### src/rtl/fft_pkg.sv
// fft_pkg: shared types and helpers for the FFT stage address generator.
// Holds the sequencer state encoding, the write-back delay-line entry and
// the bit-reverse helper used when FFT_AGU_BITREV_EN folds the input
// permutation into layer 0.
package fft_pkg;

    // Widest sample-RAM address the delay-line entry can carry; the top
    // level zero-extends its ADDR_SIZE-wide addresses into these fields.
    localparam int AGU_ADDR_W = 16;
    localparam int AGU_IDX_W  = $clog2(AGU_ADDR_W);

    typedef enum logic [1:0] {
        ST_IDLE,
        ST_READ,
        ST_DRAIN,
        ST_DONE
    } agu_state_t;

    // One in-flight butterfly: write enable plus both write-back addresses.
    typedef struct packed {
        logic                  valid;
        logic [AGU_ADDR_W-1:0] addrA;
        logic [AGU_ADDR_W-1:0] addrB;
    } agu_wb_t;

    // Reverse the low 'bits' bits of v; bits above that come back as zero.
    function automatic logic [AGU_ADDR_W-1:0] bitrev(
        input logic [AGU_ADDR_W-1:0] v,
        input int unsigned           bits
    );
        logic [AGU_ADDR_W-1:0] r;
        logic [AGU_IDX_W-1:0]  idx;
        r = '0;
        for (int i = 0; i < AGU_ADDR_W; i++) begin
            idx = AGU_IDX_W'(int'(bits) - 1 - i);
            if (i < int'(bits)) begin
                r[i] = v[idx];
            end
        end
        return r;
    endfunction

endpackage

### src/rtl/fft_stage_agu_delay.sv
// fft_addr_delay: DEPTH-stage shift register carrying {valid, addrA, addrB}
// so write-back addresses line up with the butterfly pipeline output.
// o_pending reports whether any entry other than the one currently on the
// output is still valid, which tells the sequencer the line is draining.
module fft_addr_delay
    import fft_pkg::*;
#(
    parameter int DEPTH  = 2,
    parameter int ADDR_W = 5
) (
    input  logic              i_CLK,
    input  logic              i_RST,
    input  agu_wb_t           i_entry,
    output logic              o_valid,
    output logic [ADDR_W-1:0] o_addrA,
    output logic [ADDR_W-1:0] o_addrB,
    output logic              o_pending
);

    agu_wb_t r_stage [DEPTH];

    // Shift every entry one stage per clock; reset flushes in-flight writes.
    always_ff @(posedge i_CLK) begin
        if (i_RST) begin
            for (int i = 0; i < DEPTH; i++) begin
                r_stage[i] <= '0;
            end
        end else begin
            r_stage[0] <= i_entry;
            for (int i = 1; i < DEPTH; i++) begin
                r_stage[i] <= r_stage[i-1];
            end
        end
    end

    assign o_valid = r_stage[DEPTH-1].valid;
    assign o_addrA = r_stage[DEPTH-1].addrA[ADDR_W-1:0];
    assign o_addrB = r_stage[DEPTH-1].addrB[ADDR_W-1:0];

    generate
        if (DEPTH > 1) begin : g_pending
            // Any valid entry still behind the output stage keeps us draining.
            always_comb begin
                o_pending = 1'b0;
                for (int i = 0; i < DEPTH-1; i++) begin
                    o_pending = o_pending | r_stage[i].valid;
                end
            end
        end else begin : g_noPending
            assign o_pending = 1'b0;
        end
    endgenerate

endmodule

### src/rtl/fft_stage_agu.sv
// fft_stage_agu: runtime-programmable address generator for one in-place
// radix-2 FFT stage. A start handshake latches the layer, then N/2
// butterflies are issued (A, B and twiddle addresses), and the matching
// write-back addresses emerge PIPE_LAT cycles later.
// Optional macro FFT_AGU_BITREV_EN: layer-0 reads use bit-reversed
// addresses so the input permutation is folded into the first stage.
module fft_stage_agu
    import fft_pkg::*;
#(
    parameter int FFT_SIZE       = 16,
    parameter int ADDR_SIZE      = 5,
    parameter int MEM_OFFSET     = 0,
    parameter int PIPE_LAT       = 2,
    parameter int LOG2N          = $clog2(FFT_SIZE),
    parameter int TWID_ADDR_SIZE = LOG2N - 1
) (
    input  logic                       i_CLK,
    input  logic                       i_RST,
    input  logic                       i_start,
    input  logic [$clog2(LOG2N)-1:0]   i_layer,
    output logic                       o_busy,
    output logic                       o_done,
    output logic                       o_rden,
    output logic [ADDR_SIZE-1:0]       o_rdaddr_A,
    output logic [ADDR_SIZE-1:0]       o_rdaddr_B,
    output logic [TWID_ADDR_SIZE-1:0]  o_rdaddr_tw,
    output logic                       o_wren,
    output logic [ADDR_SIZE-1:0]       o_wraddr_A,
    output logic [ADDR_SIZE-1:0]       o_wraddr_B
);

    localparam int LW = $clog2(LOG2N);
    localparam logic [LOG2N-1:0] HALF_N = LOG2N'(FFT_SIZE / 2);

    agu_state_t                r_state;
    logic [LW-1:0]             r_layer;
    logic [LOG2N-1:0]          r_k;
    logic                      r_rden;
    logic                      r_done;
    logic [ADDR_SIZE-1:0]      r_rdA;
    logic [ADDR_SIZE-1:0]      r_rdB;
    logic [TWID_ADDR_SIZE-1:0] r_tw;

    logic [LOG2N-1:0]          w_kSel;
    logic [LW-1:0]             w_layerSel;
    logic [LW:0]               w_shiftUp;
    logic [LW-1:0]             w_twShift;
    logic [LOG2N-1:0]          w_half;
    logic [LOG2N-1:0]          w_mask;
    logic [LOG2N-1:0]          w_aIdx;
    logic [LOG2N-1:0]          w_bIdx;
    logic [ADDR_SIZE-1:0]      w_rdA;
    logic [ADDR_SIZE-1:0]      w_rdB;
    logic [TWID_ADDR_SIZE-1:0] w_tw;
    logic [ADDR_SIZE-1:0]      w_wbA;
    logic [ADDR_SIZE-1:0]      w_wbB;
    logic                      w_layerOk;
    logic                      w_pending;
    agu_wb_t                   w_entry;

`ifdef FFT_AGU_BITREV_EN
    logic [ADDR_SIZE-1:0]      r_wbA;
    logic [ADDR_SIZE-1:0]      r_wbB;
    logic [ADDR_SIZE-1:0]      w_natA;
    logic [ADDR_SIZE-1:0]      w_natB;
`endif

    assign w_layerOk = (32'(i_layer) < LOG2N);

    // Butterfly index arithmetic for the butterfly about to be issued: in IDLE
    // that is k=0 of the requested layer, otherwise the running counter.
    always_comb begin
        w_kSel     = (r_state == ST_IDLE) ? '0 : r_k;
        w_layerSel = (r_state == ST_IDLE) ? i_layer : r_layer;
        w_shiftUp  = {1'b0, w_layerSel} + (LW+1)'(1);
        w_twShift  = LW'(LOG2N - 1) - w_layerSel;
        w_half     = LOG2N'(1) << w_layerSel;
        w_mask     = w_half - LOG2N'(1);
        w_aIdx     = ((w_kSel >> w_layerSel) << w_shiftUp) | (w_kSel & w_mask);
        w_bIdx     = w_aIdx + w_half;
        w_tw       = TWID_ADDR_SIZE'((w_kSel & w_mask) << w_twShift);
`ifdef FFT_AGU_BITREV_EN
        w_natA     = ADDR_SIZE'(w_aIdx) + ADDR_SIZE'(MEM_OFFSET);
        w_natB     = ADDR_SIZE'(w_bIdx) + ADDR_SIZE'(MEM_OFFSET);
        if (w_layerSel == '0) begin
            w_rdA = ADDR_SIZE'(LOG2N'(bitrev(AGU_ADDR_W'(w_aIdx), LOG2N))) + ADDR_SIZE'(MEM_OFFSET);
            w_rdB = ADDR_SIZE'(LOG2N'(bitrev(AGU_ADDR_W'(w_bIdx), LOG2N))) + ADDR_SIZE'(MEM_OFFSET);
        end else begin
            w_rdA = w_natA;
            w_rdB = w_natB;
        end
`else
        w_rdA      = ADDR_SIZE'(w_aIdx) + ADDR_SIZE'(MEM_OFFSET);
        w_rdB      = ADDR_SIZE'(w_bIdx) + ADDR_SIZE'(MEM_OFFSET);
`endif
    end

    // Sequencer: accept a legal start, issue N/2 reads, wait for the delay
    // line to empty, pulse done. Read addresses only change when issued.
    always_ff @(posedge i_CLK) begin
        if (i_RST) begin
            r_state <= ST_IDLE;
            r_layer <= '0;
            r_k     <= '0;
            r_rden  <= 1'b0;
            r_done  <= 1'b0;
            r_rdA   <= '0;
            r_rdB   <= '0;
            r_tw    <= '0;
`ifdef FFT_AGU_BITREV_EN
            r_wbA   <= '0;
            r_wbB   <= '0;
`endif
        end else begin
            r_done <= 1'b0;
            case (r_state)
                ST_IDLE: begin
                    if (i_start && w_layerOk) begin
                        r_layer <= i_layer;
                        r_k     <= LOG2N'(1);
                        r_rden  <= 1'b1;
                        r_rdA   <= w_rdA;
                        r_rdB   <= w_rdB;
                        r_tw    <= w_tw;
`ifdef FFT_AGU_BITREV_EN
                        r_wbA   <= w_natA;
                        r_wbB   <= w_natB;
`endif
                        r_state <= ST_READ;
                    end
                end
                ST_READ: begin
                    if (r_k == HALF_N) begin
                        r_rden  <= 1'b0;
                        r_state <= ST_DRAIN;
                    end else begin
                        r_rden  <= 1'b1;
                        r_rdA   <= w_rdA;
                        r_rdB   <= w_rdB;
                        r_tw    <= w_tw;
`ifdef FFT_AGU_BITREV_EN
                        r_wbA   <= w_natA;
                        r_wbB   <= w_natB;
`endif
                        r_k     <= r_k + LOG2N'(1);
                    end
                end
                ST_DRAIN: begin
                    if (!w_pending) begin
                        r_done  <= 1'b1;
                        r_state <= ST_DONE;
                    end
                end
                ST_DONE: begin
                    r_state <= ST_IDLE;
                end
                default: begin
                    r_state <= ST_IDLE;
                end
            endcase
        end
    end

`ifdef FFT_AGU_BITREV_EN
    assign w_wbA = r_wbA;
    assign w_wbB = r_wbB;
`else
    assign w_wbA = r_rdA;
    assign w_wbB = r_rdB;
`endif

    assign w_entry.valid = r_rden;
    assign w_entry.addrA = AGU_ADDR_W'(w_wbA);
    assign w_entry.addrB = AGU_ADDR_W'(w_wbB);

    fft_addr_delay #(
        .DEPTH  (PIPE_LAT),
        .ADDR_W (ADDR_SIZE)
    ) u_delay (
        .i_CLK     (i_CLK),
        .i_RST     (i_RST),
        .i_entry   (w_entry),
        .o_valid   (o_wren),
        .o_addrA   (o_wraddr_A),
        .o_addrB   (o_wraddr_B),
        .o_pending (w_pending)
    );

    assign o_busy      = (r_state != ST_IDLE);
    assign o_done      = r_done;
    assign o_rden      = r_rden;
    assign o_rdaddr_A  = r_rdA;
    assign o_rdaddr_B  = r_rdB;
    assign o_rdaddr_tw = r_tw;

endmodule

### config.mk
export PLATFORM = sky130hd
export DESIGN_NAME = fft_stage_agu
export DESIGN_NICKNAME = d
export VERILOG_FILES = /design/src/rtl/fft_pkg.sv /design/src/rtl/fft_stage_agu_delay.sv /design/src/rtl/fft_stage_agu.sv
export SDC_FILE = /design/constraint.sdc
export NUM_CORES = 1
export LEC_CHECK = 0
export ABC_AREA = 0
export CAP_MARGIN = 15
export CELL_PAD_IN_SITES_DETAIL_PLACEMENT = 1
export CELL_PAD_IN_SITES_GLOBAL_PLACEMENT = 1
export CORE_MARGIN = 4
export CORE_UTILIZATION = 34
export DETAILED_ROUTE_END_ITERATION = 8
export GPL_TIMING_DRIVEN = 0
export PLACE_DENSITY_LB_ADDON = 0.1
export SETUP_SLACK_MARGIN = 0.15
export SLEW_MARGIN = 40
export SYNTH_ARGS = -nofsm -noshare
export SYNTH_HDL_FRONTEND = slang
export SYNTH_SLANG_ARGS = --single-unit
### constraint.sdc
create_clock -name i_CLK -period 2 [get_ports i_CLK]
set_input_delay 0.2 -clock i_CLK [delete_from_list [all_inputs] [get_ports i_CLK]]
set_output_delay 0.2 -clock i_CLK [all_outputs]
set_load 0.02 [all_outputs]
# After elaboration in Yosys (flattened, before gate mapping)
# Memory sizes are Yosys's and may differ from the RTL's.
# Cells that the tools add are included.
[op_classes]
n_bitwise = 5
n_reduce_logical = 8
n_mux = 27
shift = 4
n_eq_ne = 8
add_sub_neg = 5
[op_table]
columns = ["op", "n"]
rows = [
  ["$mux 33", 2],
  ["$mux 5", 4],
  ["$pmux 5 s2", 2],
  ["$mux 4", 3],
  ["$mux 2", 4],
  ["$ne 2x2->1 const B", 4],
  ["$pmux 2 s4", 1],
  ["$pmux 4 s2", 1],
  ["$mux 1", 6],
  ["$mux 3", 2],
  ["$pmux 3 s2", 1],
  ["$reduce_and 3->1", 2],
  ["$add 4x1->4 const B", 1],
  ["$add 4x4->4", 1],
  ["$and 4x4->4", 1],
  ["$eq 2x2->1 const B", 2],
  ["$eq 4x4->1 const B", 1],
  ["$or 4x4->4", 1],
  ["$reduce_and 2->1", 2],
  ["$reduce_bool 2->1", 2],
  ["$shl 1x2->4 const A", 1],
  ["$shl 4x2->3", 1],
  ["$shl 4x3->4", 1],
  ["$shr 4x2->4", 1],
  ["9 further kinds", 10],
]
[word_totals]
mem_count = 1
reg_bits = 23
ramBits = 66
output_inout_bits = 27
[memory_table]
columns = ["memory", "words", "word_bits", "rd", "rd_clocked_by_memory_dff", "write_ports", "line", "text"]
rows = [
  ["u_delay.r_stage", 2, 33, 2, 0, 2, "fft_stage_agu_delay.sv:20", "agu_wb_t r_stage [DEPTH];"],
]

# Logic depth before layout (Yosys ltp)
# Gate-level depths: netlist of the first run.
[depth]
ltp_word = 9
ltp_mapped = 10
ltp_nobuf = 10

# Hierarchy
# A second synthesis of the first run with hierarchy kept.
[hier_totals]
hier_cells = 198
area_unflattened_um2 = 1871.8
[by_module_without_submodules]
columns = ["mod", "area_per_inst_um2", "cells_per_inst", "n_inst", "seq_area_each_um2"]
rows = [
  ["fft_stage_agu", 1156.1, 142, 1, 420.4],
  ["fft_addr_delay", 715.7, 56, 1, 440.4],
]

# Worst setup path after synthesis of the first run
# Ideal clock, no wire load.
[synth_timing]
kind = "register to register"
from = "register r_state[0]"
to = "register r_rdB[3] (netlist: o_rdaddr_B[3])"
arrival_ns = 1.946
path_stages_with_launch = 10
setup_ns = 0.131
setup_slack_ns = -0.077
required_time_ns = 1.869
path_cell_list = "dfxtp_1 inv_1 ha_1 clkbuf_1 o21ai_0 ha_1 a21o_1 a21oi_1 xor2_1 o31ai_1"
[synth_between]
elab_chain_cells = 9
elab_cells_between_ends = 19
classes_between = "add/sub: 3; eq/ne: 3; shift: 3; mux: 5; bitwise: 2; reduce/logical: 3"
[synth_rtl]
columns = ["element", "line", "text"]
rows = [
  ["from (decl)", "fft_stage_agu.sv:35", "agu_state_t r_state;"],
  ["from (signal assigned)", "fft_stage_agu.sv:102", "r_state <= ST_IDLE;"],
  ["from (signal assigned)", "fft_stage_agu.sv:129", "r_state <= ST_READ;"],
  ["from (signal assigned)", "fft_stage_agu.sv:135", "r_state <= ST_DRAIN;"],
  ["$logic_not 2->1", "fft_stage_agu.sv:73, fft_stage_agu.sv:74, fft_stage_agu.sv:116", ""],
  ["$mux 2", "fft_stage_agu.sv:74", "w_layerSel = (r_state == ST_IDLE) ? i_layer : r_layer;"],
  ["$shl 1x2->4", "fft_stage_agu.sv:77", "w_half = LOG2N'(1) << w_layerSel;"],
  ["$sub 4x1->4", "fft_stage_agu.sv:78", "w_mask = w_half - LOG2N'(1);"],
  ["$and 4x4->4", "fft_stage_agu.sv:79", "w_aIdx = ((w_kSel >> w_layerSel) << w_shiftUp) | (w_kSel & w_mask);"],
  ["$or 4x4->4", "fft_stage_agu.sv:79", ""],
  ["$add 4x4->4", "fft_stage_agu.sv:80", "w_bIdx = w_aIdx + w_half;"],
  ["$mux 5, on equally long branches", "fft_stage_agu.sv:133, fft_stage_agu.sv:118", ""],
  ["$pmux 5 s2", "fft_stage_agu.sv:116", "case (r_state)"],
  ["to (signal assigned)", "fft_stage_agu.sv:123", "r_rdB <= w_rdB;"],
  ["to (signal assigned)", "fft_stage_agu.sv:139", "r_rdB <= w_rdB;"],
  ["to (decl)", "fft_stage_agu.sv:41", "logic [ADDR_SIZE-1:0] r_rdB;"],
]
# Several ways; a longest one is shown, not always the timed one. The select of a mux whose other input is x is not followed.
# A chain may end at the register's enable or synchronous reset.

# Worst setup path in the final report of the first run
[layout_timing]
from = "register r_k[0]"
to = "register r_rdB[3] (netlist: o_rdaddr_B[3])"
[layout_between]
elab_chain_cells = 7
elab_cells_between_ends = 12
classes_between = "add/sub: 1; eq/ne: 2; shift: 2; mux: 4; bitwise: 2; reduce/logical: 1"
[layout_rtl]
columns = ["element", "line", "text"]
rows = [
  ["from (decl)", "fft_stage_agu.sv:37", "logic [LOG2N-1:0] r_k;"],
  ["from (signal assigned)", "fft_stage_agu.sv:145", "r_k <= r_k + LOG2N'(1);"],
  ["$mux 4 (*)", "fft_stage_agu.sv:73", "w_kSel = (r_state == ST_IDLE) ? '0 : r_k;"],
  ["$shr 4x2->4 (*)", "fft_stage_agu.sv:79", ""],
  ["$shl 4x3->4 (*)", "fft_stage_agu.sv:79", ""],
  ["$or 4x4->4 (*)", "fft_stage_agu.sv:79", ""],
  ["named net w_aIdx[1]", "fft_stage_agu.sv:50", "logic [LOG2N-1:0] w_aIdx;"],
  ["$add 4x4->4 (*)", "fft_stage_agu.sv:80", ""],
  ["$mux 5, on equally long branches", "fft_stage_agu.sv:133, fft_stage_agu.sv:118", ""],
  ["$pmux 5 s2 (*)", "fft_stage_agu.sv:116", ""],
]
# Mark *: on every way through the listed nets, which the timed path passes. The rest lies on a longest branch. The select of a mux whose other input is x is not followed.

==> run metrics, run 1 <==
Yosys reg bits=39; post-route ant nets=0; final hold violation count=0; WS Path Type=flip-flop to flip-flop; worst vdd ir=527 uV; RSZ-0062 raised after global routing=true; Sw Share=0.377; Slew @ Worst Pin=between 0.6 and 0.7 ns; Initial Util=0.355; Synth Area in Simple Gates=0.216; commonest non-fill, non-tap cell in the layout=dfxtp_1; internal power=2240 uW; routed wire length=approximately 4400 um; DR iter-0 viols=64; WL per Instance=about 14 um; setup TNS=0 ns; Synth Area in XOR/XNOR=0.0155; Psw=about 1400 uW; compound-gate portion of the synthesized area=0.129; Vias/cell=~4.8; dpl cells=between 200 and 300; syn avg cell area=around 9 um2; FP Rows=25; Die Wd=just under 80 um; Post-Synthesis Cells=between 150 and 200; Routability Congestion=~0.76; Worst Clk Skew=0.00452 ns; CTS Buf Count=5; Clock Latency Late Sink=0.29 ns; HPWL Detailed=3160 um; DIE AREA=slightly above 0.006 mm2; clk root buf=clkbuf_8; outcome=complete, no violations; share of layout cells above drive strength 1=0.282; crit end category=flip-flop; Post-Synth Adder-Cell Area=0.0707; Worst Path Arrival=about 2.1 ns; Overflow after GRT=0; Final Non-Filler Cells=308; Min-Delay Path Class=flip-flop to flip-flop; Die Height=around 79 um; worst-path fanout max=3; Layout Area Growth over Synthesis=45.5%; Leak=0.000971 uW; Final Max Tran Viols=0; Post-CTS Hold Buffers=0; maximum level of the CTS H-tree=2; top cells by area, synth=dfxtp_1, nor2b_1, ha_1, buf_4, nand2_1; vias in the first global route=1590; largest net degree at the start of global routing=13; Final setup viols=0; first-pass GRT wire length=7560 um; synth warn=0; crit path launch type=flip-flop; NumNets Final=254; clock slew at reported path FFs=0.08 ns; IO Port Bufs=27; Max-Cap Viols=0; Diodes inserted=0; Synth Cell Area=approximately 0.0017 mm2; Core Area=approximately 0.0048 mm2; Synth top area share=0.459; Synth area leader=dfxtp_1; fmax=approximately 530 MHz; sequential share of power=0.286; TritonCTS Sinks=39; largest family of logic cells by synthesized area=simple AND/OR/NAND/NOR gates; Max Buffers Root-to-Sink=2; fin crit share=0.952; mux contribution to synthesized area=0.0177; combinational group share of total power=0.526; sequential share of the synthesized area=0.459; DRT Pass-1 Iters=4; number of remaining DRC errors=0; initial antenna violation count=0; vias=around 1.5k; commonest cells after routing, fill and taps aside=dfxtp_1, buf_4, clkdlybuf4s50_1, nand2_1, nor2b_1; Req. time, crit path=roughly 2.2 ns; post-synth cell types=37; Tmin final=roughly 1.9 ns; slew margin rel.=0.586; Cell Pwr Density=roughly 1500 mW/mm2; io pins=32; clock share of power=0.188; Total GRT Usage=0.156; TritonCTS clock tree=built
==> power groups by stage <==
stage	Combinational (uW)	Sequential, uW	Clock (uW)
floorplan	797	1080	0
global placement	1250	1030	0
detailed placement	1300	1040	0
CTS	1790	1020	695
global route	2060	1040	725
finish	1890	1030	676
==> metrics by stage <==
step	util	instance area (um2)	hold WS, ns	setup WS (ns)	total power [uW]
finish	0.517	2470	0.444	0.0955	3590
global route	0.517	2470	0.463	0.0133	3820
CTS	0.507	2430	0.447	0.0961	3510
detailed placement	0.436	2090	0.428	-0.156	2340
global placement	0.436	2090	0.417	-0.0889	2280
floorplan	-	1730	0.348	0.152	1880
==> repair_timing <==
| action | in CTS | in global routing |
|---|---|---|
| hold endpoints to repair | 0 | 0 |
| buffers inserted | 11 | 3 |
| gates resized for setup | 37 | 6 |
| endpoints found under the setup margin | 16 | 9 |
| cloned | 0 | 0 |
| pin swaps | 9 | 6 |
==> cells by family after synthesis <==
group / after synthesis
buffers and inverters: 28
muxes: 3
DFF: 39
AOI/OAI and AO/OA: 35
other: 1
adders and majority gates: 9
and+or+nand+nor: 71
xor gates and xnor gates: 3
==> flip-flops by register name, indices dropped and copies added, names as in the netlist <==
register / flops
o_rdaddr_B: 4
r_layer: 2
o_rdaddr_A: 4
o_rden: 1
u_delay.r_stage: 18
r_state: 2
o_rdaddr_tw: 3
r_k: 4
o_done: 1
==> Yosys cell counts <==
cell and number:
a21o_1 1, buf_4 12, nor2_1 9, inv_1 6
o21ai_0 4, nand3_1 5, a21boi_0 1, buf_2 1
dfxtp_1 39, a31oi_1 1, a211o_1 1, a2111oi_0 1
conb_1 1, nor2b_1 19, nand2b_1 3, nand3b_1 3
a221oi_1 1, o31ai_1 2, a211oi_1 5, fa_1 1
clkbuf_1 7, a21oi_1 15, o21bai_1 1, buf_1 2
xnor2_1 2, nor3b_1 2, or4_1 1, and3b_1 1
nand4_1 2, nor3_1 2, or3b_2 1, a22oi_1 1
ha_1 8, nand2_1 23, xor2_1 1, mux2i_1 3
a31o_2 1
==> cell type report <==
class / instances / area, um2
buffer: 22 / 169
clock buffer: 6 / 82.6
clock inverter: 2 / 35.0
fill: 555 / 2310
inverter: 6 / 27.5
multi-input combinational: 125 / 906
sequential: 39 / 791
tap: 67 / 83.8
timing repair buffer: 41 / 378
==> path summary, 6_finish.rpt <==
| kind | startpoint | end | slack [ns] | cells past startpoint |
|---|---|---|---|---|
| min reg2reg | u_delay.r_stage[0][17]$_SDFF_PP0_ | u_delay.r_stage[0][50]$_SDFF_PP0_ | 0.44 | 1 |
| max reg2reg | r_k[0]$_SDFFE_PP0P_ | o_rdaddr_B[3]$_SDFFE_PP0P_ | 0.1 | 7 |
| max | r_k[0]$_SDFFE_PP0P_ | o_rdaddr_B[3]$_SDFFE_PP0P_ | 0.1 | 7 |
| min | u_delay.r_stage[0][17]$_SDFF_PP0_ | u_delay.r_stage[0][50]$_SDFF_PP0_ | 0.44 | 1 |
==> critical path, stage by stage, from the launching register on <==
cell and delay, ns:
dfxtp_4 0.39, or3b_4 0.41, a21oi_4 0.21, ha_4 0.23, a21o_1 0.16, a21oi_2 0.13, xor2_1 0.17, o31ai_1 0.08
==> metal layers <==
| layer | track usage | up-vias | part of all wire |
|---|---|---|---|
| met4 | 0.0612 | 0 | 0.0092 |
| met2 | 0.278 | 27 | 0.52 |
| met1 | 0.183 | 711 | 0.43 |
| met3 | 0.0283 | 4 | 0.040 |
| met5 | 0 | - | 0 |
| li1 | - | 722 | - |
Note: power is estimated with default switching activity, not from simulation.
==> run 2, diff against run 1 <==
--- a/config.mk
+++ b/config.mk
@@ -9,7 +9,6 @@
 export CAP_MARGIN = 15
 export CELL_PAD_IN_SITES_DETAIL_PLACEMENT = 1
 export CELL_PAD_IN_SITES_GLOBAL_PLACEMENT = 1
-export CORE_MARGIN = 4
 export CORE_UTILIZATION = 34
 export DETAILED_ROUTE_END_ITERATION = 8
 export GPL_TIMING_DRIVEN = 0
==> run metrics, run 2 (same netlist as run 1, synthesis figures left out) <==
vias in the first global route=1497 (-5.8%); worst vdd ir=472 uV (-10%); Final setup viols=0 (unchanged); Total GRT Usage=0.186 (+0.0308); setup TNS=0 ns (unchanged); DR iter-0 viols=43 (-33%); Placed Area=0.00209 mm2 (unchanged); Layout Area Growth over Synthesis=46.5%; critical path cell sequence=inv_2, ha_1, and3b_2, a211o_1, or4_4, a21oi_1; TritonCTS Sinks=39 (unchanged); io pins=32 (unchanged); crit path launch type=flip-flop; Tmin final=1.92 ns (+0.0124 ns); fin crit share=0.958 (+0.00618); max FFs per register=18 (unchanged); Clock Latency Late Sink=0.30 ns (about the same); post-route ant nets=0 (unchanged); Die Height=72.7 um (-7.6%); routed wire length=4540 um (+2.3%); Final Max Tran Viols=0 (unchanged); number of remaining DRC errors=0 (unchanged); Worst Path Arrival=2.14 ns (+0.07 ns); Worst Clk Skew=0.00522 ns (+0.000694 ns); Core Area=0.00475 mm2 (-0.65%); clk root buf=clkbuf_8; first-pass GRT wire length=7350 um (-2.7%); Max Buffers Root-to-Sink=2 (unchanged); fillers=570 (+2.7%); Leak=0.00100 uW (+3.3%); Slew @ Worst Pin=0.567 ns (-0.0377 ns); Initial Util=0.357 (+0.00234); outcome=complete, no violations; clock slew at reported path FFs=0.08 ns (about the same); Max-Cap Viols=0 (unchanged); RSZ-0062 raised after global routing=true; post-route design area=0.00249 mm2 (+0.66%); commonest non-fill, non-tap cell in the layout=dfxtp_1; DRT Pass-1 Iters=4 (unchanged); slew margin rel.=0.622 (+0.0356); fmax=522 MHz (-0.64%); WL per Instance=14.5 um (+0.30%); Overflow after GRT=0 (unchanged); vias=1492 (+1.9%); commonest cells after routing, fill and taps aside=dfxtp_1, buf_4, clkdlybuf4s50_1, nand2_1, nor2b_1; Die Wd=72.7 um (-7.6%); Min-Delay Path Class=flip-flop to flip-flop; Routability Congestion=0.812 (+6.6%); IO Port Bufs=27 (unchanged); Cell Pwr Density=1480 mW/mm2 (+1.7%); largest net degree at the start of global routing=13 (unchanged); CP max stage delay=0.50 ns (+0.09 ns); Pwr Total=3670 uW (+2.3%); HPWL Detailed=3050 um (-3.5%); final hold violation count=0 (unchanged); maximum level of the CTS H-tree=2 (unchanged); FP Rows=25 (unchanged); Storage cell area=791 um2 (unchanged); Vias/cell=4.75 (about the same); share of layout cells above drive strength 1=0.291 (+0.00934); initial antenna violation count=0 (unchanged); Post-CTS Hold Buffers=0 (unchanged); WS Path Type=flip-flop to flip-flop; area of the multi-input gates=872 um2 (-3.7%); TritonCTS clock tree=built; CTS Buf Count=5 (unchanged); DIE AREA=0.00528 mm2 (-15%); Crit-path slowest cell=or4_4; crit end category=flip-flop; NumNets Final=260 (+2.4%); Diodes inserted=0 (unchanged); Req. time, crit path=2.22 ns (+0.06 ns); worst-path fanout max=4 (+1); Top reg by flops=u_delay.r_stage
run 2: area by class of cell:
type,instances,area share
Tap cell,67,0.0337
Buffer,22,0.0694
Clock buffer,6,0.0332
Clock inverter,2,0.0141
Multi-Input combinational cell,125,0.350
Sequential cell,39,0.318
Inverter,6,0.00905
Timing Repair Buffer,47,0.172
run 2: power breakdown:
part           leakage [uW]  switching, uW  internal, uW  total, uW
clock             0.0000612            279           404        683
combinational      0.000623           1010           970       1980
sequential         0.000319           78.4           928       1010
run 2: stage by stage:
step	util	worst slack [ns]	cells	hold slack [ns]
2_1_floorplan	-	0.152	192	0.348
3_3_place_gp	0.439	-0.0747	286	0.417
3_5_place_dp	0.439	-0.143	286	0.426
4_1_cts	0.507	0.0696	310	0.444
5_1_grt	0.523	0.0194	314	0.459
6_report	0.523	0.0832	314	0.440
run 2: path summary, 6_finish.rpt:
path                                                        from                                 to  slack (ns)  cells after the start
worst min-delay path            u_delay.r_stage[0][3]$_SDFF_PP0_  u_delay.r_stage[0][36]$_SDFF_PP0_        0.44                      1
worst max register to register               r_k[0]$_SDFFE_PP0P_        o_rdaddr_tw[0]$_SDFFE_PP0P_        0.08                      6
worst min register to register  u_delay.r_stage[0][3]$_SDFF_PP0_  u_delay.r_stage[0][36]$_SDFF_PP0_        0.44                      1
worst max-delay path                         r_k[0]$_SDFFE_PP0P_        o_rdaddr_tw[0]$_SDFFE_PP0P_        0.08                      6
run 2: critical path: cells and delay by family (launching register included):
family	cells	cell delay, ns
adder cells (fa/ha/maj)	1	0.22
buffers and inverters	1	0.06
flip-flops	1	0.36
AO/OA/AOI/OAI	2	0.45
AND/OR/NAND/NOR	2	0.75
run 2: layer usage:
metal / wire length, um / GRT usage / up-vias
met3: 173 / 0.0414 / 11
met1: 1980 / 0.211 / 712
met2: 2290 / 0.330 / 35
li1: - / - / 734
met4: 103 / 0.0915 / 0
met5: 0 / 0 / -
run 2: timing repair:
item                                    CTS  global route
gates resized for setup                  26            17
pin swaps                                 8             5
endpoints found under the hold margin     0             0
endpoints found under the setup margin   15            12
gates cloned                              1             0
buffers inserted                         15             4
==> run 3, diff against run 2 <==
--- a/config.mk
+++ b/config.mk
@@ -6,9 +6,9 @@
 export NUM_CORES = 1
 export LEC_CHECK = 0
 export ABC_AREA = 0
-export CAP_MARGIN = 15
 export CELL_PAD_IN_SITES_DETAIL_PLACEMENT = 1
 export CELL_PAD_IN_SITES_GLOBAL_PLACEMENT = 1
+export CORE_MARGIN = 2
 export CORE_UTILIZATION = 34
 export DETAILED_ROUTE_END_ITERATION = 8
 export GPL_TIMING_DRIVEN = 0
==> run metrics, run 3 (same netlist as run 1, synthesis figures left out) <==
outcome=complete, no violations; Overflow after GRT=0 (unchanged); RSZ-0062 raised after global routing=true; clock slew at reported path FFs=0.07 ns (about the same); Storage cell area=791 um2 (unchanged); Leak=0.000950 uW (-5.3%); Vias/cell=4.70 (-1.1%); DR iter-0 viols=38 (-12%); DRT Pass-1 Iters=4 (unchanged); slew margin rel.=0.640 (+0.0178); Max-Cap Viols=0 (unchanged); Worst Path Arrival=2.15 ns (about the same); largest net degree at the start of global routing=13 (unchanged); Final Max Tran Viols=0 (unchanged); HPWL Detailed=2950 um (-3.1%); WL per Instance=13.9 um (-3.8%); maximum level of the CTS H-tree=2 (unchanged); IO Port Bufs=27 (unchanged); Routability Congestion=0.769 (-5.3%); Top reg by flops=u_delay.r_stage; fillers=555 (-2.6%); worst vdd ir=600 uV (+27%); TritonCTS clock tree=built; Diodes inserted=0 (unchanged); Max Buffers Root-to-Sink=2 (unchanged); Slew @ Worst Pin=0.540 ns (-0.0267 ns); DIE AREA=0.00558 mm2 (+5.6%); max FFs per register=18 (unchanged); routed wire length=4230 um (-6.8%); share of layout cells above drive strength 1=0.257 (-0.0341); Total GRT Usage=0.164 (-0.0228); Final setup viols=0 (unchanged); setup TNS=0 ns (unchanged); Clock Latency Late Sink=0.28 ns (-0.02 ns); post-route ant nets=0 (unchanged); vias in the first global route=1459 (-2.5%); Core Area=0.00479 mm2 (+0.66%); area of the multi-input gates=876 um2 (+0.43%); Die Height=74.7 um (+2.8%); Worst Clk Skew=0.00321 ns (-0.00201 ns); fmax=516 MHz (-1.0%); crit end category=flip-flop; Layout Area Growth over Synthesis=42.8%; io pins=32 (unchanged); commonest non-fill, non-tap cell in the layout=dfxtp_1; WS Path Type=flip-flop to flip-flop; commonest cells after routing, fill and taps aside=dfxtp_1, clkdlybuf4s50_1, nand2_1, buf_4, nor2b_1; Req. time, crit path=2.21 ns (about the same); Cell Pwr Density=1470 mW/mm2 (-0.17%); clk root buf=clkbuf_8; Die Wd=74.7 um (+2.8%); initial antenna violation count=0 (unchanged); Initial Util=0.355 (-0.00234); vias=1428 (-4.3%); TritonCTS Sinks=39 (unchanged); Pwr Total=3570 uW (-2.7%); crit path launch type=flip-flop; Post-CTS Hold Buffers=0 (unchanged); fin crit share=0.968 (+0.0100); NumNets Final=250 (-3.8%); worst-path fanout max=6 (+2); CTS Buf Count=5 (unchanged); Tmin final=1.94 ns (+0.0200 ns); final hold violation count=0 (unchanged); FP Rows=25 (unchanged); number of remaining DRC errors=0 (unchanged); Min-Delay Path Class=flip-flop to flip-flop; first-pass GRT wire length=6910 um (-5.9%)
[run 3: changes by cell type in the layout (fill, tap and decap cells not counted), sizes merged]
cell | before | now
clkinv | 1 | 0
bufinv | 1 | 2
clkbuf | 11 | 13
buf | 37 | 25
[run 3: layout make-up]
type | instances | area share
Inverter | 6 | 0.00928
Timing Repair Buffer | 37 | 0.146
Clock buffer | 6 | 0.0299
Clock inverter | 2 | 0.0248
Multi-Input combinational cell | 125 | 0.361
Buffer | 22 | 0.0686
Sequential cell | 39 | 0.326
Tap cell | 67 | 0.0346
[run 3: critical path, cell delays in order, from the launching register on]
cell     delay [ns]
dfxtp_2        0.35
inv_2          0.05
ha_4           0.18
buf_4          0.14
nor2b_2        0.19
a211o_1        0.29
or4_4          0.50
a21oi_2        0.15
[run 3: timing repair]
action                                  4_1_cts  5_1_grt
gates cloned                                  1        0
buffers inserted                              8        1
endpoints found under the setup margin       15       14
resized for setup                            30        6
pin swaps                                     4        3
[run 3: stage by stage]
stage | area [um2] | worst slack (ns) | utilization | hold WS, ns | cells
2_1_floorplan | 1730 | 0.152 | - | 0.348 | 192
3_3_place_gp | 2090 | -0.0974 | 0.436 | 0.418 | 286
3_5_place_dp | 2090 | -0.148 | 0.436 | 0.424 | 286
4_1_cts | 2400 | 0.0852 | 0.502 | 0.442 | 303
5_1_grt | 2430 | -0.0117 | 0.507 | 0.457 | 304
6_report | 2430 | 0.0631 | 0.507 | 0.438 | 304
[run 3: where the power goes]
part	internal [uW]	total (uW)	switching, uW
Combinational	836	1790	957
Clock	499	761	263
Sequential	929	1020	91.5
Total	2260	3570	1310
[run 3: path summary, 6_finish.rpt]
path / from / endpoint / slack (ns) / cells after the start
max: r_state[0]$_SDFFE_PP0P_ / o_rdaddr_tw[0]$_SDFFE_PP0P_ / 0.06 / 7
min: u_delay.r_stage[0][18]$_SDFF_PP0_ / u_delay.r_stage[0][51]$_SDFF_PP0_ / 0.44 / 1
max reg2reg: r_state[0]$_SDFFE_PP0P_ / o_rdaddr_tw[0]$_SDFFE_PP0P_ / 0.06 / 7
min reg2reg: u_delay.r_stage[0][18]$_SDFF_PP0_ / u_delay.r_stage[0][51]$_SDFF_PP0_ / 0.44 / 1
[run 3: routing by layer]
metal | global-route usage | wire length (um) | vias to the layer above
li1 | - | - | 713
met1 | 0.210 | 1970 | 683
met2 | 0.276 | 2110 | 25
met3 | 0.0241 | 91 | 7
met4 | 0.0694 | 68 | 0
met5 | 0 | 0 | -
